**config.mk**
```make
export PLATFORM = sky130hd
export DESIGN_NAME = gpio_cfg_sequencer
export DESIGN_NICKNAME = d
export VERILOG_FILES = /design/src/rtl/gpio_cfg_sequencer.sv
export SDC_FILE = /design/constraint.sdc
export NUM_CORES = 1
export LEC_CHECK = 0
export BUFFER_PORTS_ARGS = -buffer_cell sky130_fd_sc_hd__buf_2
export CAP_MARGIN = 20
export CORE_AREA = 8 8 83 85
export CTS_CLUSTER_DIAMETER = 60
export DETAILED_ROUTE_END_ITERATION = 7
export DIE_AREA = 0 0 91 93
export GPL_ROUTABILITY_DRIVEN = 1
export SYNTH_ARGS = -nofsm -noshare
export SYNTH_HDL_FRONTEND = slang
export SYNTH_SLANG_ARGS = --single-unit
```
**constraint.sdc**
```tcl
create_clock -name clock -period 3 [get_ports clock]
set_input_delay 0.15 -clock clock [delete_from_list [all_inputs] [get_ports clock]]
set_output_delay 0.15 -clock clock [all_outputs]
set_load 0.05 [all_outputs]
```
**src/rtl/gpio_cfg_sequencer.sv**
```systemverilog
// ---------------------------------------------------------------------------
// gpio_cfg_sequencer
//
// Walks the pad configuration register bank from pad NUM_PADS-1 down to
// pad 0, shifting each CFG_BITS-wide word MSB first into the serial pad
// control chain, then pulses serial_load so the pads latch the new setup.
//
// Ports
//   clock        system clock, all logic on the rising edge
//   RSTB         synchronous reset, active high
//   start        single-cycle request to load the whole chain
//   abort        stop a transfer in progress (chain left partially shifted)
//   cfg_addr     pad index presented to the configuration register bank
//   cfg_rdata    configuration word for cfg_addr, valid 1 cycle after change
//   serial_clock shift clock to the chain (registered)
//   serial_data  shift data, sampled by the chain on serial_clock rise
//   serial_load  transfer strobe into the pad latches (registered)
//   busy         high in FETCH, SHIFT and LOAD
//   done         one-cycle pulse on successful completion
// ---------------------------------------------------------------------------
module gpio_cfg_sequencer #(
    parameter int NUM_PADS = 38,
    parameter int CFG_BITS = 13,
    parameter int CLK_DIV  = 2
) (
    input  logic                clock,
    input  logic                RSTB,
    input  logic                start,
    input  logic                abort,
    output logic [5:0]          cfg_addr,
    input  logic [CFG_BITS-1:0] cfg_rdata,
    output logic                serial_clock,
    output logic                serial_data,
    output logic                serial_load,
    output logic                busy,
    output logic                done
);

    localparam int              BW         = (CFG_BITS > 1) ? $clog2(CFG_BITS) : 1;
    localparam logic [7:0]      DIV_RELOAD = 8'(CLK_DIV - 1);
    localparam logic [5:0]      LAST_PAD   = 6'(NUM_PADS - 1);
    localparam logic [BW-1:0]   LAST_BIT   = BW'(CFG_BITS - 1);

    typedef enum logic [2:0] {
        IDLE,
        FETCH,
        SHIFT,
        LOAD,
        DONE
    } state_t;

    state_t              state_q, state_d;
    logic [5:0]          addr_q,  addr_d;
    logic [BW-1:0]       bit_q,   bit_d;
    logic [CFG_BITS-1:0] word_q,  word_d;
    logic [7:0]          div_q,   div_d;
    // Second-cycle marker: FETCH uses it for the bank read latency,
    // LOAD uses it to split the 2*CLK_DIV strobe into two 8-bit-countable halves.
    logic                step_q,  step_d;
    logic                sclk_q,  sclk_d;
    logic                sdata_q, sdata_d;
    logic                sload_q, sload_d;

    always_ff @(posedge clock) begin
        if (RSTB) begin
            state_q <= IDLE;
            addr_q  <= '0;
            bit_q   <= '0;
            word_q  <= '0;
            div_q   <= '0;
            step_q  <= 1'b0;
            sclk_q  <= 1'b0;
            sdata_q <= 1'b0;
            sload_q <= 1'b0;
        end else begin
            state_q <= state_d;
            addr_q  <= addr_d;
            bit_q   <= bit_d;
            word_q  <= word_d;
            div_q   <= div_d;
            step_q  <= step_d;
            sclk_q  <= sclk_d;
            sdata_q <= sdata_d;
            sload_q <= sload_d;
        end
    end

    always_comb begin
        state_d = state_q;
        addr_d  = addr_q;
        bit_d   = bit_q;
        word_d  = word_q;
        div_d   = div_q;
        step_d  = step_q;
        sclk_d  = sclk_q;
        sdata_d = sdata_q;
        sload_d = sload_q;

        case (state_q)
            IDLE: begin
                div_d   = '0;
                step_d  = 1'b0;
                sclk_d  = 1'b0;
                sload_d = 1'b0;
                if (start && !abort) begin
                    state_d = FETCH;
                    addr_d  = LAST_PAD;
                    bit_d   = LAST_BIT;
                end
            end

            FETCH: begin
                div_d = '0;
                if (abort) begin
                    state_d = IDLE;
                    step_d  = 1'b0;
                    sclk_d  = 1'b0;
                    sload_d = 1'b0;
                end else if (!step_q) begin
                    step_d = 1'b1;
                end else begin
                    // Bank output is valid now; first bit goes out with the low phase.
                    step_d  = 1'b0;
                    word_d  = cfg_rdata;
                    sdata_d = cfg_rdata[CFG_BITS-1];
                    div_d   = DIV_RELOAD;
                    state_d = SHIFT;
                end
            end

            SHIFT: begin
                if (abort) begin
                    state_d = IDLE;
                    div_d   = '0;
                    sclk_d  = 1'b0;
                    sload_d = 1'b0;
                end else if (div_q != 8'd0) begin
                    div_d = div_q - 8'd1;
                end else if (!sclk_q) begin
                    sclk_d = 1'b1;
                    div_d  = DIV_RELOAD;
                end else begin
                    // End of high phase: falling edge is where data may change.
                    sclk_d = 1'b0;
                    if (bit_q != '0) begin
                        bit_d   = bit_q - BW'(1);
                        word_d  = word_q << 1;
                        sdata_d = word_q[CFG_BITS-2];
                        div_d   = DIV_RELOAD;
                    end else if (addr_q != 6'd0) begin
                        addr_d  = addr_q - 6'd1;
                        bit_d   = LAST_BIT;
                        div_d   = '0;
                        state_d = FETCH;
                    end else begin
                        sload_d = 1'b1;
                        step_d  = 1'b0;
                        div_d   = DIV_RELOAD;
                        state_d = LOAD;
                    end
                end
            end

            LOAD: begin
                if (abort) begin
                    state_d = IDLE;
                    div_d   = '0;
                    step_d  = 1'b0;
                    sclk_d  = 1'b0;
                    sload_d = 1'b0;
                end else if (div_q != 8'd0) begin
                    div_d = div_q - 8'd1;
                end else if (!step_q) begin
                    step_d = 1'b1;
                    div_d  = DIV_RELOAD;
                end else begin
                    step_d  = 1'b0;
                    sload_d = 1'b0;
                    div_d   = '0;
                    state_d = DONE;
                end
            end

            DONE: begin
                div_d   = '0;
                state_d = IDLE;
            end

            default: begin
                state_d = IDLE;
            end
        endcase
    end

    assign cfg_addr     = addr_q;
    assign serial_clock = sclk_q;
    assign serial_data  = sdata_q;
    assign serial_load  = sload_q;
    assign busy         = (state_q == FETCH) || (state_q == SHIFT) || (state_q == LOAD);
    assign done         = (state_q == DONE);

endmodule
```
==> metrics, run 1 <==
drt drc=0; vias in the first global route=1,812; Slew @ Worst Pin=0.7507 ns; Final Max Slew Viols=0; Seq cells post-synth=37; Worst-Skew Late Latency=0.29 ns; Fin. Hold Viols=0; Clock Sinks=37; Worst-path clk slew=0.08 ns; Horiz. Die Dim=91 um; Root Buffer=clkbuf_8; top-area cell type share of the netlist area=34.18%; synth cell count leaders=nand2_1 (38), nor2_1 (38), dfxtp_1 (37), a21oi_1 (16), a311oi_1 (15); synth top area cells=dfxtp_1 (34%), nand2_1 (6.6%), nor2_1 (6.6%); Cells after Synth=268; Worst EP arrival=2.56 ns; DR iter-0 viols=109; MaxCap Viol Count=0; largest net degree at the start of global routing=41; CTS buffer count=5; CTS max path bufs=2; # port buffers=27; Initial Util=38.18%; cell taking the most area after synthesis=dfxtp_1; Post-CTS Setup Bufs=0; Slew Limit Headroom=49.96%; sequential area share after synthesis=34.18%; die height=93 um; Setup CP Type=flip-flop to flip-flop; area grow syn2layout=12.07%; worst min-delay path class=input port to flip-flop; Remaining Overflow, GRT=0; placed instance count=355; nets=308; Post-DP Area=2327 um^2; H-Tree Depth=2; Core Box Area=5675 um^2; die footprint=8463 um^2; Power Total=1.392 mW; # fillers=582; share of layout cells above drive strength 1=17.71%; global-route wire length before repair=8556 um; Final Util=42.79%; via density per instance=5.410; yosys warns=0; endpoints failing setup=0; remaining antenna violation count=0; initial antenna violation count=0; CP Launch Type=flip-flop; dpl ws=0.6164 ns; fin crit period=2.374 ns; async set or reset register ratio after synthesis=0%; Std-Cell Rows=28; hold_buf cts=0; setup tns final=0 ns; Finished Cell Area=2429 um^2; Max VDD drop=0.1966 mV; DR vias=1,964; CTS tree=done; detailed placer's ending HPWL=3617 um; Post-Syn Area per Cell=8.086 um^2; Synth Net Count=289; critical path capture point type=flip-flop; Leakage Power=0.9168 nW; routability cong.=0.7698; ys flop type=dfxtp_1; Highest Clock Rate=421.2 MHz; DR WL/cell=13.94 um; crit path max fanout=25; Routed WL=5061 um; Worst Slack Setup Final=0.6256 ns; Min Hold Slack=0.1167 ns; clk_skew=0.01272 ns; Resized Gates After CTS=0; drt pass-1 iters=4; Yosys cell types=57; diodes inserted=0; Post-Layout Cell Count=363; IO Pins=28; Tot GR Track Use=12.20%; Post-synth EDFFs=0; Final period util=79.15%; power per standard cell area=573.0 nW/um^2; Req. time, crit path=3.19 ns; status=finished, final reports clean; Post-Syn Area=2167 um^2; RSZ-0062 raised after global routing=no
metal layers:
layer	vias up	global-route usage, %	routed length [um]
li1	1015	-	-
met4	0	4.502	67
met3	6	3.526	263
met5	-	0	0
met2	47	19.89	2335
met1	896	14.97	2395
critical path, cell delays in order, from the launching register on:
cell and delay (ns):
dfxtp_1 0.72, or3b_1 0.55, a41oi_4 0.10, a21oi_4 0.55
nor2_1 0.08, a311oi_1 0.27
worst paths after layout:
path	cells past startpoint	slack, ns	end	from
worst min register to register	2	0.47	serial_load$_SDFFE_PP0P_	serial_load$_SDFFE_PP0P_
worst max-delay path	5	0.63	word_q[11]$_SDFFE_PP0P_	state_q[2]$_SDFFE_PP0P_
worst max register to register	5	0.63	word_q[11]$_SDFFE_PP0P_	state_q[2]$_SDFFE_PP0P_
worst min-delay path	3	0.12	word_q[4]$_SDFFE_PP0P_	cfg_rdata[4]
placed cells by master, fill, tap and decap left out, drive strengths merged, types with 2 or more instances in the layout:
| master | instances |
|---|---|
| nand2 | 39 |
| and2 | 3 |
| or3 | 2 |
| nand2b | 7 |
| o22a | 2 |
| nand3 | 4 |
| o31ai | 4 |
| nor2b | 2 |
| a21o | 2 |
| o211ai | 2 |
| dfxtp | 37 |
| or4 | 3 |
| inv | 10 |
| a311oi | 17 |
| nor2 | 38 |
| ha | 4 |
| o22ai | 2 |
| a211oi | 2 |
| a211o | 2 |
| buf | 29 |
| o21ai | 7 |
| a31oi | 4 |
| mux2i | 4 |
| clkbuf | 7 |
| a21oi | 17 |
| o32ai | 3 |
| or3b | 2 |
| nand4 | 2 |
| nor3b | 5 |
| nor3 | 9 |
power by group:
group	total, mW	switching [mW]	internal [mW]
clock network	0.388	0.180	0.208
logic	0.426	0.279	0.147
registers	0.578	0.0533	0.524
kinds of logic after synthesis:
family	count (synthesis)	synth area share [%]
multiplexers	4	1.848
AO/OA/AOI/OAI	74	27.71
buffers and inverters	27	5.601
AND/OR/NAND/NOR	122	28.35
flip-flops	37	34.18
adder cells (fa/ha/maj)	4	2.310
final cells by class:
class | count | area (um^2) | share of cell area (%)
inverters | 10 | 37.54 | 1.546
multi-input cells | 204 | 1305 | 53.74
clock buffers | 7 | 96.34 | 3.967
repair buffers | 29 | 150.1 | 6.182
well taps | 75 | 93.84 | 3.864
flip-flops and latches | 37 | 740.7 | 30.50
clock inverters | 1 | 5.005 | 0.2061
flip-flops by register name, summed over array words and instances, names as in the netlist:
signal / count
serial_data: 1
bit_q: 4
word_q: 12
cfg_addr: 6
div_q: 8
serial_clock: 1
state_q: 3
step_q: 1
serial_load: 1
No activity file was read; power rests on OpenSTA's default activity.
==> run 2: changes to the inputs <==
==> constraint.sdc (replaced) <==
create_clock -name clock -period 2.31 [get_ports clock]
set_input_delay 0.1155 -clock clock [delete_from_list [all_inputs] [get_ports clock]]
set_output_delay 0.1155 -clock clock [all_outputs]
set_load 0.05 [all_outputs]
==> run 2 against run 1 <==
Effect of this change: sequential share of layout area shrank 0.83 points; register-to-register slack got worse by 0.47 ns; sequential power increased by 30%; highest routed layer unchanged.
==> metrics, run 2 (synthesized netlist as in run 1, its figures left out) <==
# fillers=595 (+2.2%); Biggest register=word_q; worst min-delay path class=input port to flip-flop; Leakage Power=0.9547 nW (+4.1%); Std-Cell Rows=28 (unchanged); Max VDD drop=0.3890 mV (+98%); DR WL/cell=14.15 um (+1.5%); Worst EP arrival=2.30 ns (-0.26 ns); Slowest cell on crit path=dfxtp_1; Remaining Overflow, GRT=0 (unchanged); remaining antenna violation count=0 (unchanged); CTS tree=done; Fin. Hold Viols=0 (unchanged); dpl ws=0.1914 ns (-0.4250 ns); largest net degree at the start of global routing=41 (unchanged); detailed placer's ending HPWL=3725 um (+3.0%); Core Box Area=5675 um^2 (unchanged); Top delay family on crit path=compound AO/OA/AOI/OAI gates; Finished Cell Area=2496 um^2 (+2.8%); Root Buffer=clkbuf_8; Post-CTS Setup Bufs=0 (unchanged); routability cong.=0.8092 (+5.1%); CTS max path bufs=2 (unchanged); vias in the first global route=1,950 (+7.6%); Final Util=43.98% (+1.2 points); endpoints failing setup=0 (unchanged); WP buf/inv=0 (unchanged); RSZ-0062 raised after global routing=no; Worst-Skew Late Latency=0.29 ns (about the same); fin crit period=2.154 ns (-0.2205 ns); slowest cell delay on critical path=0.66 ns (-0.06 ns); area grow syn2layout=15.18%; die footprint=8463 um^2 (unchanged); DR vias=2,005 (+2.1%); global-route wire length before repair=9156 um (+7.0%); commonest cells after routing, fill and taps aside=nor2_1 (38), nand2_1 (38), dfxtp_1 (37), buf_2 (27), a21oi_1 (16); Routed WL=5234 um (+3.4%); Clock Sinks=37 (unchanged); # port buffers=27 (unchanged); Final period util=93.24% (+14 points); CP Launch Type=flip-flop; Largest register FFs=12 (unchanged); diodes inserted=0 (unchanged); Reg area=740.7 um^2 (unchanged); Slew @ Worst Pin=0.7507 ns (+0.00005662 ns); via density per instance=5.419 (+0.16%); Power Total=1.927 mW (+38%); CP Cell Sequence=or4b_1, a21o_4, o211a_2, a31oi_1, a311oi_1; MaxCap Viol Count=0 (unchanged); crit path max fanout=18 (-28%); Worst-path clk slew=0.08 ns (about the same); Req. time, crit path=2.45 ns (-0.74 ns); Resized Gates After CTS=0 (unchanged); IO Pins=28 (unchanged); critical path capture point type=flip-flop; clk_skew=0.01217 ns (-0.0005479 ns); share of layout cells above drive strength 1=19.32% (+1.6 points); hold_buf cts=0 (unchanged); Post-DP Area=2380 um^2 (+2.3%); nets=315 (+2.3%); Final Max Slew Viols=0 (unchanged); initial antenna violation count=0 (unchanged); Highest Clock Rate=464.3 MHz (+10%); Initial Util=38.18% (unchanged); CTS buffer count=5 (unchanged); H-Tree Depth=2 (unchanged); Tot GR Track Use=12.86% (+0.65 points); drt drc=0 (unchanged); power per standard cell area=772.0 nW/um^2 (+35%); Horiz. Die Dim=91 um (unchanged); DR iter-0 viols=104 (-4.6%); die height=93 um (unchanged); Setup CP Type=flip-flop to flip-flop; setup tns final=0 ns (unchanged); status=finished, final reports clean; drt pass-1 iters=4 (unchanged); Worst Slack Setup Final=0.1561 ns (-0.4695 ns); Slew Limit Headroom=49.95% (about the same); multi-input combinational cell area=1305 um^2 (unchanged)
-- run 2: routing by layer --
| metal | wire [um] | global-route usage [%] | part of all wire, % | vias up |
|---|---|---|---|---|
| met5 | 0 | 0 | 0 | - |
| met1 | 2619 | 16.33 | 50 | 930 |
| li1 | - | - | - | 1031 |
| met3 | 233 | 3.446 | 4.5 | 7 |
| met4 | 99 | 4.775 | 1.9 | 0 |
| met2 | 2281 | 20.44 | 44 | 37 |
-- run 2: power breakdown --
group          internal (mW)  switching (mW)
Combinational          0.215           0.378
Sequential             0.681          0.0681
Clock                  0.352           0.232
-- run 2: worst paths after layout --
kind / from / end / slack (ns) / cells past startpoint
min reg2reg: word_q[0]$_SDFFE_PP0P_ / word_q[1]$_SDFFE_PP0P_ / 0.47 / 2
min: cfg_rdata[4] / word_q[4]$_SDFFE_PP0P_ / 0.09 / 3
max: state_q[1]$_SDFFE_PP0P_ / cfg_addr[5]$_SDFFE_PP0P_ / 0.16 / 5
max reg2reg: state_q[1]$_SDFFE_PP0P_ / cfg_addr[5]$_SDFFE_PP0P_ / 0.16 / 5
-- run 2: cell type report --
class | instances | area share [%]
Multi-Input combinational cell | 204 | 52.28
Sequential cell | 37 | 29.67
Timing Repair Buffer | 36 | 8.120
Tap cell | 75 | 3.759
Clock buffer | 7 | 3.459
Inverter | 10 | 1.504
Clock inverter | 1 | 1.203
-- run 2: worst register-to-register path, delay by kind of cell, from the launching register on --
| family | cells | cell delay, ns |
|---|---|---|
| AO/OA/AOI/OAI | 4 | 0.69 |
| flip-flops | 1 | 0.66 |
| AND/OR/NAND/NOR | 1 | 0.65 |
-- run 2: through the flow --
step / instances / hold slack [ns]
finish: 370 / 0.08670
floorplan: 268 / 0.2780
CTS: 370 / 0.07726
detailed placement: 362 / 0.3888
global placement: 362 / 0.3871
global route: 370 / 0.08268
